## src/rtl/jtagwordser_pkg.sv

```systemverilog
// Shared definitions for the JTAG word bridge: frame bit positions, the idle
// TX frame pattern and the classification of a sampled TCK rising edge.
package jtagser_pkg;

  localparam int FLAG_BIT = 0;
  localparam int DATA_LSB = 1;

  // Wide enough for any practical DW; the top slices off the frame width it needs.
  localparam int MAX_FW = 65;
  localparam logic [MAX_FW-1:0] IDLE_FRAME_MAX = {{(MAX_FW-1){1'b1}}, 1'b0};

  typedef enum logic [1:0] {
    EDGE_NONE,
    EDGE_CAPTURE,
    EDGE_SHIFT,
    EDGE_ABORT
  } jtag_edge_e;

endpackage

```

## src/rtl/jtagwordser_sfifo.sv

```systemverilog
// Synchronous first-word-fall-through FIFO with fill level; writes while full
// and reads while empty are dropped.
module sfifo #(
  parameter int DW     = 8,
  parameter int LGFLEN = 4
) (
  input  logic              i_clk,
  input  logic              i_reset_n,
  input  logic              i_wr,
  input  logic [DW-1:0]     i_wr_data,
  input  logic              i_rd,
  output logic [DW-1:0]     o_rd_data,
  output logic              o_full,
  output logic              o_empty,
  output logic [LGFLEN:0]   o_fill
);

  logic [LGFLEN:0] wptr_q, wptr_d;
  logic [LGFLEN:0] rptr_q, rptr_d;
  logic [DW-1:0]   mem_q [0:(1<<LGFLEN)-1];
  logic            wr_ok, rd_ok;

  // Pointers carry one extra wrap bit so full and empty are distinguishable.
  assign o_fill    = wptr_q - rptr_q;
  assign o_full    = o_fill[LGFLEN];
  assign o_empty   = (o_fill == '0);
  assign o_rd_data = o_empty ? '0 : mem_q[rptr_q[LGFLEN-1:0]];

  always_comb begin
    wr_ok  = i_wr && !o_full;
    rd_ok  = i_rd && !o_empty;
    wptr_d = wr_ok ? wptr_q + 1'b1 : wptr_q;
    rptr_d = rd_ok ? rptr_q + 1'b1 : rptr_q;
  end

  always_ff @(posedge i_clk or negedge i_reset_n) begin
    if (!i_reset_n) begin
      wptr_q <= '0;
      rptr_q <= '0;
    end else begin
      wptr_q <= wptr_d;
      rptr_q <= rptr_d;
    end
  end

  always_ff @(posedge i_clk) begin
    if (wr_ok) mem_q[wptr_q[LGFLEN-1:0]] <= i_wr_data;
  end

endmodule

```

## src/rtl/jtagwordser.sv

```systemverilog
// Bridges BSCAN USER-chain DR shifts to DW-bit words framed with a valid flag,
// buffered through TX and RX FIFOs; all JTAG pins are oversampled on i_clk.
module jtagwordser
  import jtagser_pkg::*;
#(
  parameter int DW     = 8,
  parameter int LGFLEN = 4
) (
  input  logic              i_clk,
  input  logic              i_reset_n,
  input  logic              i_jtck,
  input  logic              i_jtdi,
  input  logic              i_jsel,
  input  logic              i_jshift,
  input  logic              i_jcapture,
  output logic              o_jtdo,
  input  logic              i_tx_wr,
  input  logic [DW-1:0]     i_tx_data,
  output logic              o_tx_full,
  output logic [LGFLEN:0]   o_tx_fill,
  input  logic              i_rx_rd,
  output logic [DW-1:0]     o_rx_data,
  output logic              o_rx_empty,
  input  logic              i_rx_ovclr,
  output logic              o_rx_overflow
);

  localparam int FW = DW + 1;
  localparam int CW = $clog2(FW);
  localparam logic [FW-1:0]   IDLE_FRAME = IDLE_FRAME_MAX[FW-1:0];
  localparam logic [CW-1:0]   LAST_BIT   = CW'(FW - 1);
  localparam logic [LGFLEN:0] DEPTH      = (LGFLEN+1)'(1 << LGFLEN);

  logic [4:0] sync1_q, sync1_d, sync2_q, sync2_d;
  logic       tck_prev_q, tck_prev_d, tck_rise_q, tck_rise_d;
  logic       tdi_q, sel_q, shift_q, capture_q;
  logic [3:0] ctl_d;

  logic [CW-1:0] cnt_q, cnt_d;
  logic [FW-2:0] rx_sr_q, rx_sr_d;
  logic [FW-2:0] tx_sr_q, tx_sr_d;
  logic          jtdo_q, jtdo_d;
  logic          ovf_q, ovf_d;

  jtag_edge_e    edge_kind;
  logic [FW-1:0] rx_frame, tx_frame;
  logic          rx_push, ovf_set, reload, tx_pop;
  logic          tx_empty, rx_full, rx_room;
  logic [DW-1:0] tx_head;
  logic [LGFLEN:0] rx_fill;

  // The control lines ride the same pipeline as TCK so they line up with tck_rise.
  always_comb begin
    sync1_d    = {i_jcapture, i_jshift, i_jsel, i_jtdi, i_jtck};
    sync2_d    = sync1_q;
    tck_prev_d = sync2_q[0];
    tck_rise_d = sync2_q[0] & ~tck_prev_q;
    ctl_d      = sync2_q[4:1];
  end

  always_ff @(posedge i_clk or negedge i_reset_n) begin
    if (!i_reset_n) begin
      sync1_q    <= '0;
      sync2_q    <= '0;
      tck_prev_q <= 1'b0;
      tck_rise_q <= 1'b0;
      {capture_q, shift_q, sel_q, tdi_q} <= '0;
    end else begin
      sync1_q    <= sync1_d;
      sync2_q    <= sync2_d;
      tck_prev_q <= tck_prev_d;
      tck_rise_q <= tck_rise_d;
      {capture_q, shift_q, sel_q, tdi_q} <= ctl_d;
    end
  end

  always_comb begin
    edge_kind = EDGE_NONE;
    if (tck_rise_q && sel_q) begin
      if (capture_q)    edge_kind = EDGE_CAPTURE;
      else if (shift_q) edge_kind = EDGE_SHIFT;
      else              edge_kind = EDGE_ABORT;
    end
  end

  assign rx_room = (rx_fill != DEPTH) && !rx_full;

  always_comb begin
    cnt_d    = cnt_q;
    rx_sr_d  = rx_sr_q;
    tx_sr_d  = tx_sr_q;
    jtdo_d   = jtdo_q;
    rx_frame = {tdi_q, rx_sr_q};
    tx_frame = IDLE_FRAME;
    rx_push  = 1'b0;
    ovf_set  = 1'b0;
    reload   = 1'b0;
    tx_pop   = 1'b0;
    case (edge_kind)
      EDGE_CAPTURE: begin
        cnt_d   = '0;
        rx_sr_d = '0;
        reload  = 1'b1;
      end
      EDGE_SHIFT: begin
        rx_sr_d = rx_frame[FW-1:1];
        tx_sr_d = {1'b1, tx_sr_q[FW-2:1]};
        jtdo_d  = tx_sr_q[0];
        cnt_d   = cnt_q + 1'b1;
        if (cnt_q == LAST_BIT) begin
          cnt_d  = '0;
          reload = 1'b1;
          if (rx_frame[FLAG_BIT]) begin
            if (rx_room) rx_push = 1'b1;
            else         ovf_set = 1'b1;
          end
        end
      end
      EDGE_ABORT: begin
        cnt_d   = '0;
        rx_sr_d = '0;
      end
      default: ;
    endcase
    // Frame bit 0 goes straight to TDO; the rest waits in the shift register.
    if (reload) begin
      tx_pop   = !tx_empty;
      tx_frame = tx_empty ? IDLE_FRAME : {tx_head, 1'b1};
      tx_sr_d  = tx_frame[FW-1:DATA_LSB];
      jtdo_d   = tx_frame[FLAG_BIT];
    end
    ovf_d = ovf_set | (ovf_q & ~i_rx_ovclr);
  end

  always_ff @(posedge i_clk or negedge i_reset_n) begin
    if (!i_reset_n) begin
      cnt_q   <= '0;
      rx_sr_q <= '0;
      tx_sr_q <= '0;
      jtdo_q  <= 1'b1;
      ovf_q   <= 1'b0;
    end else begin
      cnt_q   <= cnt_d;
      rx_sr_q <= rx_sr_d;
      tx_sr_q <= tx_sr_d;
      jtdo_q  <= jtdo_d;
      ovf_q   <= ovf_d;
    end
  end

  assign o_jtdo        = jtdo_q;
  assign o_rx_overflow = ovf_q;

  sfifo #(.DW(DW), .LGFLEN(LGFLEN)) u_tx_fifo (
    .i_clk     (i_clk),
    .i_reset_n (i_reset_n),
    .i_wr      (i_tx_wr),
    .i_wr_data (i_tx_data),
    .i_rd      (tx_pop),
    .o_rd_data (tx_head),
    .o_full    (o_tx_full),
    .o_empty   (tx_empty),
    .o_fill    (o_tx_fill)
  );

  sfifo #(.DW(DW), .LGFLEN(LGFLEN)) u_rx_fifo (
    .i_clk     (i_clk),
    .i_reset_n (i_reset_n),
    .i_wr      (rx_push),
    .i_wr_data (rx_frame[FW-1:DATA_LSB]),
    .i_rd      (i_rx_rd),
    .o_rd_data (o_rx_data),
    .o_full    (rx_full),
    .o_empty   (o_rx_empty),
    .o_fill    (rx_fill)
  );

endmodule

```

## config.mk

```make
export PLATFORM = sky130hd
export DESIGN_NAME = jtagwordser
export DESIGN_NICKNAME = d
export VERILOG_FILES = /design/src/rtl/jtagwordser_pkg.sv /design/src/rtl/jtagwordser_sfifo.sv /design/src/rtl/jtagwordser.sv
export SDC_FILE = /design/constraint.sdc
export NUM_CORES = 1
export LEC_CHECK = 0
export ABC_AREA = 1
export CORE_MARGIN = 4
export CORE_UTILIZATION = 47
export DETAILED_ROUTE_END_ITERATION = 6
export HOLD_SLACK_MARGIN = 0.1
export PLACE_DENSITY_LB_ADDON = 0.25
export SKIP_CTS_REPAIR_TIMING = 1
export SLEW_MARGIN = 20
export SYNTH_ARGS = -nofsm -noshare
export SYNTH_HDL_FRONTEND = slang
export SYNTH_HIERARCHICAL = 1
export SYNTH_SLANG_ARGS = --single-unit
export TNS_END_PERCENT = 5
```

## constraint.sdc

```tcl
create_clock -name i_clk -period 3.3 [get_ports i_clk]
set_input_delay 0.99 -clock i_clk [delete_from_list [all_inputs] [get_ports i_clk]]
set_output_delay 0.99 -clock i_clk [all_outputs]
set_load 0.02 [all_outputs]
```

==> impl_metrics.env, run 1 <==
export IMPL_status="complete, but fails checks"
export IMPL_violations="setup timing"
export IMPL_leakage_nw=6.270
export IMPL_clk_latency_ns=0.51
export IMPL_grt_pass1_wl_um=46540
export IMPL_drt_iter0_drc=679
export IMPL_yosys_warnings=6
export IMPL_netSwitchingPower_mw=4.181
export IMPL_diodes=0
export IMPL_clkPwrFrac_pct=29.3
export IMPL_clockBufferDepth=3
export IMPL_drive_gt1_share_pct=13.25
export IMPL_synth_top_cell_by_area="edfxtp_1"
export IMPL_hold_ws_ns=0.3467
export IMPL_syn_to_final_growth_pct=16.04
export IMPL_num_rows=61
export IMPL_io_pin_count=35
export IMPL_synth_distinct_cells=31
export IMPL_drc=0
export IMPL_p_int_mw=8.121
export IMPL_cp_required_ns=2.31
export IMPL_syn_area_mm2=0.01351
export IMPL_crit_path_start_kind="register"
export IMPL_yosysMostFrequentCell="nand2_1"
export IMPL_fin_skew_ns=0.01281
export IMPL_cts_tree="done"
export IMPL_drtAntennaViolNets=0
export IMPL_cts_root_buf="clkbuf_16"
export IMPL_avgSynthCellArea_um2=10.88
export IMPL_synthTopCellsByCount="400 x nand2_1, 256 x edfxtp_1, 223 x nand3_1, 71 x nor2_1, 57 x dfrtp_1"
export IMPL_crit_fanout=34
export IMPL_critical_path_class="reg -> out"
export IMPL_core_mm2=0.02809
export IMPL_rsz0062_at_grt="yes"
export IMPL_seqPwrFrac_pct=39.8
export IMPL_cp_end_kind="primary output"
export IMPL_syn_nets=1284
export IMPL_setup_tns_ns=-0.3571
export IMPL_overflow=0
export IMPL_fin_util_pct=55.80
export IMPL_die_area_mm2=0.03151
export IMPL_post_drt_wl_per_cell_um=16.77
export IMPL_postSynthCellCount=1241
export IMPL_initial_core_util_pct=48.09
export IMPL_die_x_um=177.5
export IMPL_yosysSeqAreaShare_pct=67.67
export IMPL_combinationalPowerShare_pct=30.9
export IMPL_ir_drop_uv=773.8
export IMPL_cap_violations=0
export IMPL_grt_max_degree=69
export IMPL_grt_usage_pct=18.94
export IMPL_wl_um=29120
export IMPL_fin_nets=1375
export IMPL_clk_pin_slew_ns=0.05
export IMPL_layout_cells_non_filler=1736
export IMPL_die_h_um=177.5
export IMPL_hold_violations=0
export IMPL_crit_arrival_ns=2.36
export IMPL_power_density_mw_per_mm2=784.8
export IMPL_cts_buffers=34
export IMPL_slew_headroom_pct=49.15
export IMPL_ys_ff_latch=314
export IMPL_gp_congestion=0.8178
export IMPL_synth_top_area_share_pct=56.92
export IMPL_final_setup_worst_slack_ns=-0.05323
export IMPL_p_sw_share_pct=33.99
export IMPL_antenna_found_initial=0
export IMPL_h_tree_depth=2
export IMPL_synth_top_flop_cell="edfxtp_1"
export IMPL_placed_cells=1672
export IMPL_postSynth_asyncResetShare_pct=18.47
export IMPL_cts_sinks=314
export IMPL_finalSetupViolations=8
export IMPL_fill_cells=2405
export IMPL_synth_area_top_cells="edfxtp_1 57%, nand2_1 11%, dfrtp_1 11%, nand3_1 8.3%, ha_1 2.1%"
export IMPL_post_dp_hpwl_um=18070
export IMPL_worst_r2r_setup_slack_ns=0.38
export IMPL_firstDrtPassIters=5
export IMPL_portBuffers=34
export IMPL_synth_edff_count=256
export IMPL_worst_pin_slew_ns=0.7627
export IMPL_vias=8876
export IMPL_finalCriticalPeriod_ns=3.353
export IMPL_hold_path_class="reg -> reg"
export IMPL_finalPower_mw=12.30
export IMPL_grt_pass1_vias=8696
export IMPL_viasPerCell=5.113
export IMPL_post_route_period_util_pct=101.6
export IMPL_slew_viol_final=0
export IMPL_clock_fmax_mhz=298.2
power by group through the flow:
stage	logic, mW	registers (mW)	clock network (mW)
final	3.80	4.90	3.60
after detailed placement	3.84	4.98	0
after global placement	3.79	4.97	0
after CTS	3.88	4.90	3.68
after global routing	4.26	4.94	3.87
after floorplan	2.56	4.90	0
cell usage in the layout, fill, tap and decap left out, drive strengths merged:
cell           instances
a21oi                  7
buf                   84
bufinv                 2
clkbuf                49
clkdlybuf4s50         19
clkinv                16
clkinvlp               1
dfrtp                 57
dfstp                  1
dlymetal6s2s           3
edfxtp               256
fa                     2
ha                    23
inv                   66
nand2                408
nand3                227
nand4                 10
nor2                  72
nor3                   1
o21ai                 20
o22ai                  7
or2                   11
xnor2                  3
xor2                  13
area by class of cell:
| class | instances | area, µm² | share of cell area, % |
|---|---|---|---|
| flip-flops and latches | 314 | 9143 | 58.33 |
| multi-input cells | 804 | 3811 | 24.32 |
| clock buffers | 47 | 919.6 | 5.867 |
| repair buffers | 108 | 914.6 | 5.835 |
| well taps | 378 | 473.0 | 3.017 |
| inverters | 69 | 266.5 | 1.700 |
| clock inverters | 15 | 141.4 | 0.9021 |
| repair inverters | 1 | 5.005 | 0.03193 |
kinds of logic after synthesis:
logic type / count (synthesis) / share of synthesized area [%]
AOI/OAI and AO/OA: 34 / 1.352
xor gates and xnor gates: 16 / 1.038
adders and majority gates: 25 / 2.427
buffers and inverters: 123 / 4.317
DFF: 314 / 67.67
and+or+nand+nor: 729 / 23.20
state kept, by name, indices dropped and copies added, names as in the netlist, 5 cells and up:
register          count
rx_sr_q               8
u_rx_fifo/rptr_q      5
sync2_q               5
u_tx_fifo/rptr_q      5
tx_sr_q               8
u_rx_fifo/wptr_q      5
u_rx_fifo/mem_q     128
sync1_q               5
u_tx_fifo/wptr_q      5
u_tx_fifo/mem_q     128
final timing paths:
path	startpoint	end	cells after the start
min in group asynchronous	i_reset_n	u_rx_fifo/rptr_q[3]	1
setup / recovery	u_rx_fifo/rptr_q[0]	o_rx_data[2]	11
setup reg to reg	u_rx_fifo/wptr_q[0]	u_rx_fifo/mem_q[7][0]	17
hold / removal	sync2_q[3]	shift_q	0
hold reg to reg	sync2_q[3]	shift_q	0
max in group asynchronous	i_reset_n	o_jtdo	2
worst max-delay path: stages (launching register included):
cell and delay, ns:
dfrtp_2 0.38, buf_4 0.36, inv_2 0.08, buf_4 0.18, buf_4 0.14, nand2_1 0.06
nand3_1 0.08, nand3_1 0.12, nand3_1 0.14, nand3_1 0.11, nor2_1 0.04, buf_2 0.15
per-layer routing:
metal  share of wire, %  wire length [µm]  global-route usage, %
met4                2.7               789                  6.123
met1                 43             12480                  25.02
met2                 50             14500                  32.30
met3                4.6              1351                  2.983
met5                  0                 0                      0
stage by stage:
step	setup slack, ns	area (µm²)
after floorplan	0.2616	13510
after global placement	-0.1130	14580
after detailed placement	-0.1341	14580
after CTS	-0.6794	15640
after global routing	-0.2139	15670
final	-0.05323	15670
Power figures use the tool's default switching activity.
==> run 2: changes to the inputs <==
- CTS_BUF_LIST: not set -> sky130_fd_sc_hd__clkbuf_4
- SKIP_LAST_GASP: not set -> 1
==> run 2 against run 1 <==
- the run still ends with setup timing left
- largest power group unchanged
- cell count up 5.1%
- sequential power about the same
- total power down 1.1%
- non-clock buffer count up 2
- highest routed layer unchanged
==> impl_metrics.env, run 2 (synthesized netlist as in run 1, its figures left out) <==
export IMPL_status="complete, but fails checks"
export IMPL_violations="setup timing"
export IMPL_max_stage_delay_ns=0.43
export IMPL_cts_sinks=314
export IMPL_grt_pass1_vias=9076
export IMPL_crit_family="adder cells"
export IMPL_ir_drop_uv=787.0
export IMPL_crit_arrival_ns=2.52
export IMPL_die_h_um=177.5
export IMPL_fill_cells=2431
export IMPL_hold_path_class="in -> async"
export IMPL_cp_slowest_cell="dfrtp_2"
export IMPL_crit_start="u_rx_fifo/rptr_q[0]"
export IMPL_clk_pin_slew_ns=0.07
export IMPL_crit_path_start_kind="register"
export IMPL_fin_nets=1425
export IMPL_drt_iter0_drc=576
export IMPL_worst_pin_slew_ns=0.7517
export IMPL_clockBufferDepth=3
export IMPL_critPathBufInv=3
export IMPL_cts_root_buf="clkbuf_4"
export IMPL_die_x_um=177.5
export IMPL_syn_to_final_growth_pct=16.64
export IMPL_critical_path_class="reg -> out"
export IMPL_grt_usage_pct=18.98
export IMPL_grt_max_degree=69
export IMPL_slew_headroom_pct=49.70
export IMPL_r2r_end="u_rx_fifo/mem_q[7][1]"
export IMPL_fin_skew_ns=0.05556
export IMPL_drive_gt1_share_pct=18.67
export IMPL_layout_cells_non_filler=1825
export IMPL_path_depth=9
export IMPL_die_area_mm2=0.03151
export IMPL_overflow=0
export IMPL_drc=0
export IMPL_finalCriticalPeriod_ns=3.509
export IMPL_h_tree_depth=3
export IMPL_final_cell_mix="400 x nand2_1, 256 x edfxtp_1, 223 x nand3_1, 124 x clkbuf_4, 70 x buf_4"
export IMPL_cp_required_ns=2.31
export IMPL_core_mm2=0.02809
export IMPL_antenna_found_initial=1
export IMPL_fin_area_mm2=0.01575
export IMPL_gp_congestion=0.8178
export IMPL_drtAntennaViolNets=0
export IMPL_finalSetupViolations=12
export IMPL_cts_tree="done"
export IMPL_power_density_mw_per_mm2=772.4
export IMPL_num_rows=61
export IMPL_worst_r2r_setup_slack_ns=0.38
export IMPL_post_route_period_util_pct=106.3
export IMPL_wl_um=29220
export IMPL_slew_viol_final=0
export IMPL_clk_latency_ns=0.69
export IMPL_final_setup_worst_slack_ns=-0.2089
export IMPL_rsz0062_at_grt="yes"
export IMPL_placed_cells=1672
export IMPL_place_area_mm2=0.01458
export IMPL_firstDrtPassIters=5
export IMPL_viasPerCell=5.024
export IMPL_cts_buffers=82
export IMPL_hold_violations=0
export IMPL_hold_ws_ns=0.2027
export IMPL_path_cells="ha_4 -> inv_4 -> fa_2 -> or2_1 -> nor2_2 -> nand3_4 -> clkinv_2 -> nor2_1 -> clkbuf_2"
export IMPL_post_dp_hpwl_um=18070
export IMPL_worstSetupEndpoint="o_rx_data[3]"
export IMPL_reg2reg_depth=17
export IMPL_crit_fanout=4
export IMPL_io_pin_count=35
export IMPL_grt_pass1_wl_um=46750
export IMPL_cp_end_kind="primary output"
export IMPL_portBuffers=34
export IMPL_worstReg2RegStart="u_rx_fifo/wptr_q[0]"
export IMPL_vias=9168
export IMPL_leakage_nw=6.403
export IMPL_dpl_worst_slack_ns=-0.1341
export IMPL_finalPower_mw=12.17
export IMPL_initial_core_util_pct=48.09
export IMPL_cap_violations=0
export IMPL_post_drt_wl_per_cell_um=16.01
export IMPL_clock_fmax_mhz=285.0
export IMPL_final_common_cell="nand2_1"
==> run 2: changes by cell type in the layout (fill, tap and decap cells not counted), sizes merged <==
cell / change
clkbuf: +79
clkinvlp: +1
clkdlybuf4s50: +1
diode: +1
clkinv: +8
dlymetal6s2s: -1
==> run 2: power by group <==
part	internal, mW	leakage [nW]	switching, mW
logic	1.39	2.71	2.48
registers	4.66	3.05	0.239
clock network	1.88	0.641	1.52
total	7.93	6.40	4.24
==> run 2: worst reg2reg max path: stages, from the launching register on <==
cell and delay (ns):
dfrtp_1 0.39, inv_2 0.08, ha_4 0.13, inv_4 0.04
fa_2 0.36, nand3_1 0.10, nand3_1 0.11, nand2_2 0.12
buf_4 0.12, inv_1 0.04, nand3_1 0.07, nand2_1 0.08
nor3_2 0.13, nand2_2 0.14, inv_2 0.14, nand2_1 0.15
nor2_1 0.23, buf_4 0.21
==> run 2: layout make-up <==
cell class	count	area, µm²	area share [%]
flip-flops and latches	314	9143	58.03
multi-input cells	804	3822	24.26
repair buffers	110	944.7	5.996
clock buffers	124	930.9	5.909
well taps	378	473.0	3.002
inverters	69	266.5	1.692
clock inverters	24	166.4	1.056
repair inverters	1	5.005	0.03177
diodes	1	2.502	0.01588
==> run 2: worst min path at each step <==
stage,from,slack (ns),end
2_1_floorplan,sync2_q[4],0.33,capture_q
3_3_place_gp,sync2_q[1],0.33,tdi_q
3_5_place_dp,sync2_q[3],0.34,shift_q
4_1_cts,i_reset_n,0.16,u_rx_fifo/wptr_q[4]
5_1_grt,i_reset_n,0.18,u_rx_fifo/rptr_q[3]
6_report,i_reset_n,0.20,u_rx_fifo/rptr_q[3]
==> run 2: metal layers <==
metal  up-vias  part of all wire, %  track usage, %
li1       4561                    -               -
met1      4339                   42           24.29
met2       218                   51           32.67
met3        50                  4.9           3.302
met4         0                  2.3           6.800
met5         -                    0               0
==> run 2: through the flow <==
step	TNS, ns	util, %
6_report	-2.127	56.09
5_1_grt	-4.157	56.09
4_1_cts	-9.982	55.81
3_5_place_dp	-1.006	51.91
3_3_place_gp	-0.7653	51.91
2_1_floorplan	0	-
==> edit: new RTL, settings of run 2 <==
Make the reset (`i_reset_n`) synchronous in 3 clocked blocks.
--- a/src/rtl/jtagwordser_sfifo.sv
+++ b/src/rtl/jtagwordser_sfifo.sv
@@ -34,5 +34,5 @@
   end
 
-  always_ff @(posedge i_clk or negedge i_reset_n) begin
+  always_ff @(posedge i_clk) begin
     if (!i_reset_n) begin
       wptr_q <= '0;
--- a/src/rtl/jtagwordser.sv
+++ b/src/rtl/jtagwordser.sv
@@ -59,5 +59,5 @@
   end
 
-  always_ff @(posedge i_clk or negedge i_reset_n) begin
+  always_ff @(posedge i_clk) begin
     if (!i_reset_n) begin
       sync1_q    <= '0;
@@ -133,5 +133,5 @@
   end
 
-  always_ff @(posedge i_clk or negedge i_reset_n) begin
+  always_ff @(posedge i_clk) begin
     if (!i_reset_n) begin
       cnt_q   <= '0;
Behaviour: differs if i_reset_n is asserted again (counterexample within 4 cycles, from zero or initial values and one cycle with i_reset_n low); with i_reset_n held inactive, the same outputs for 4 cycles.
==> edit against run 2 <==
The flow still finishes with violations (setup timing); clock skew increased by 0.017 ns; synthesized cell count grew 7.2%; sequential cell count is 8 higher; via count up 4.0%; critical path depth grew 2; area after synthesis is 3.0% higher; wire length hardly changed; count of clock-buffer cells in the layout rose by 12; design area is 1.9% higher; worst setup slack worse by 0.024 ns; largest cell class unchanged; highest routed layer is now met5.
Power is not compared: it rests on default switching activity, and its combinational part moved more than twofold at a synthesized area within 25%.
==> edit: results (changes against run 2) <==
Placement
  – Detailed Place HPWL: 18.3 mm (was 18.1 mm)
  – Pre-CTS setup slack: -0.146 ns (was -0.134 ns)
  – Placed cell count: 1746 (was 1672)

Logic synthesis
  – Sequential fraction of the synthesis area: 64.7% (was 67.7%)
  – Asr flop ratio synth: 0% (was 18.5%)
  – Synthesized area per cell: 10.5 um^2 (was 10.9 um^2)
  – Cell variety after synth: 34 (was 31)
  – Synth top area cells: edfxtp_1 (55%), dfxtp_1 (9.5%), nand2_1 (5.7%), inv_1 (5.6%), a21oi_1 (4.6%) (was edfxtp_1 (57%), nand2_1 (11%), dfrtp_1 (11%), nand3_1 (8.3%), ha_1 (2.1%))

Route
  – DR vias: 9539 (was 9168)
  – Total Routed Length: 29.2 mm (about the same)

Global route
  – Vias in the first global route: 9243 (was 9076)
  – Initial antenna violation count: 3 (was 1)
  – First-pass GRT wire length: 46.6 mm (was 46.8 mm)
  – Gr usage total: 17.7% (was 19.0%)

Setup path
  – R2r worst-path depth: 15 (was 17)
  – Critical R2R Launch: u_tx_fifo/wptr_q[0] (was u_rx_fifo/wptr_q[0])
  – Worst setup endpoint: o_rx_data[2] (was o_rx_data[3])
  – Worst r2r dst: u_tx_fifo/rptr_q[2] (was u_rx_fifo/mem_q[7][1])

Layout
  – Share of cells above drive strength 1: 16.6% (was 18.7%)

Timing
  – Slew HR: 45.4% (was 49.7%)
  – Final critical-path setup slack: -0.232 ns (was -0.209 ns)
  – Hold Worst Slack: 0.372 ns (was 0.203 ns)
  – Count of final setup violators: 12 (unchanged)

CTS
  – Clk_lat worst skew: 0.72 ns (was 0.69 ns)

Outcome
  – Status: complete, but fails checks (unchanged)
  – Failing checks: setup timing (unchanged)
edit: per-stage QoR:
stage	TNS [ns]	instance area, um^2
floorplan	0	13900
global placement	-0.446	14900
detailed placement	-1.03	14900
CTS	-9.90	16000
global route	-4.40	16100
finish	-2.34	16100
edit: power breakdown:
part           switching [mW]  internal [mW]
Sequential             0.0337           4.39
Clock                    1.60           1.88
Combinational           0.428          0.260
Total                    2.06           6.53
edit: critical path: stages (launching register included):
cell	delay [ns]
dfxtp_2	0.33
inv_2	0.05
ha_4	0.15
inv_2	0.05
fa_2	0.43
or2_4	0.25
nor2_4	0.07
nand3_2	0.09
inv_4	0.11
clkbuf_16	0.14
a21oi_1	0.03
clkbuf_2	0.15
edit: routing by layer:
metal  global-route usage, %  vias to the layer above  wire, um
li1                        -                     4811         -
met3                    4.50                       52      1850
met1                    22.0                     4395     12600
met5                       0                        -         7
met2                    30.1                      279     14200
met4                    6.35                        2       670
edit: area by class of cell:
| cell class | count | area (um^2) |
|---|---|---|
| fill | 2524 | 12900 |
| sequential | 322 | 9020 |
| multi-input combinational | 734 | 3760 |
| clock buffer | 136 | 1020 |
| timing repair buffer | 97 | 871 |
| inverter | 211 | 795 |
| tap | 384 | 480 |
| clock inverter | 20 | 104 |
| antenna | 3 | 7.51 |
edit: cells by family (layout without fill, tap and decap cells):
logic type	Yosys count	after routing	synth area share, %
AND/OR/NAND/NOR	413	413	12.6
flip-flops	322	322	64.7
AO/OA/AOI/OAI	290	290	11.5
buffers and inverters	274	464	8.52
adder cells (fa/ha/maj)	25	25	2.36
XOR/XNOR	6	6	0.378
other	0	3	0
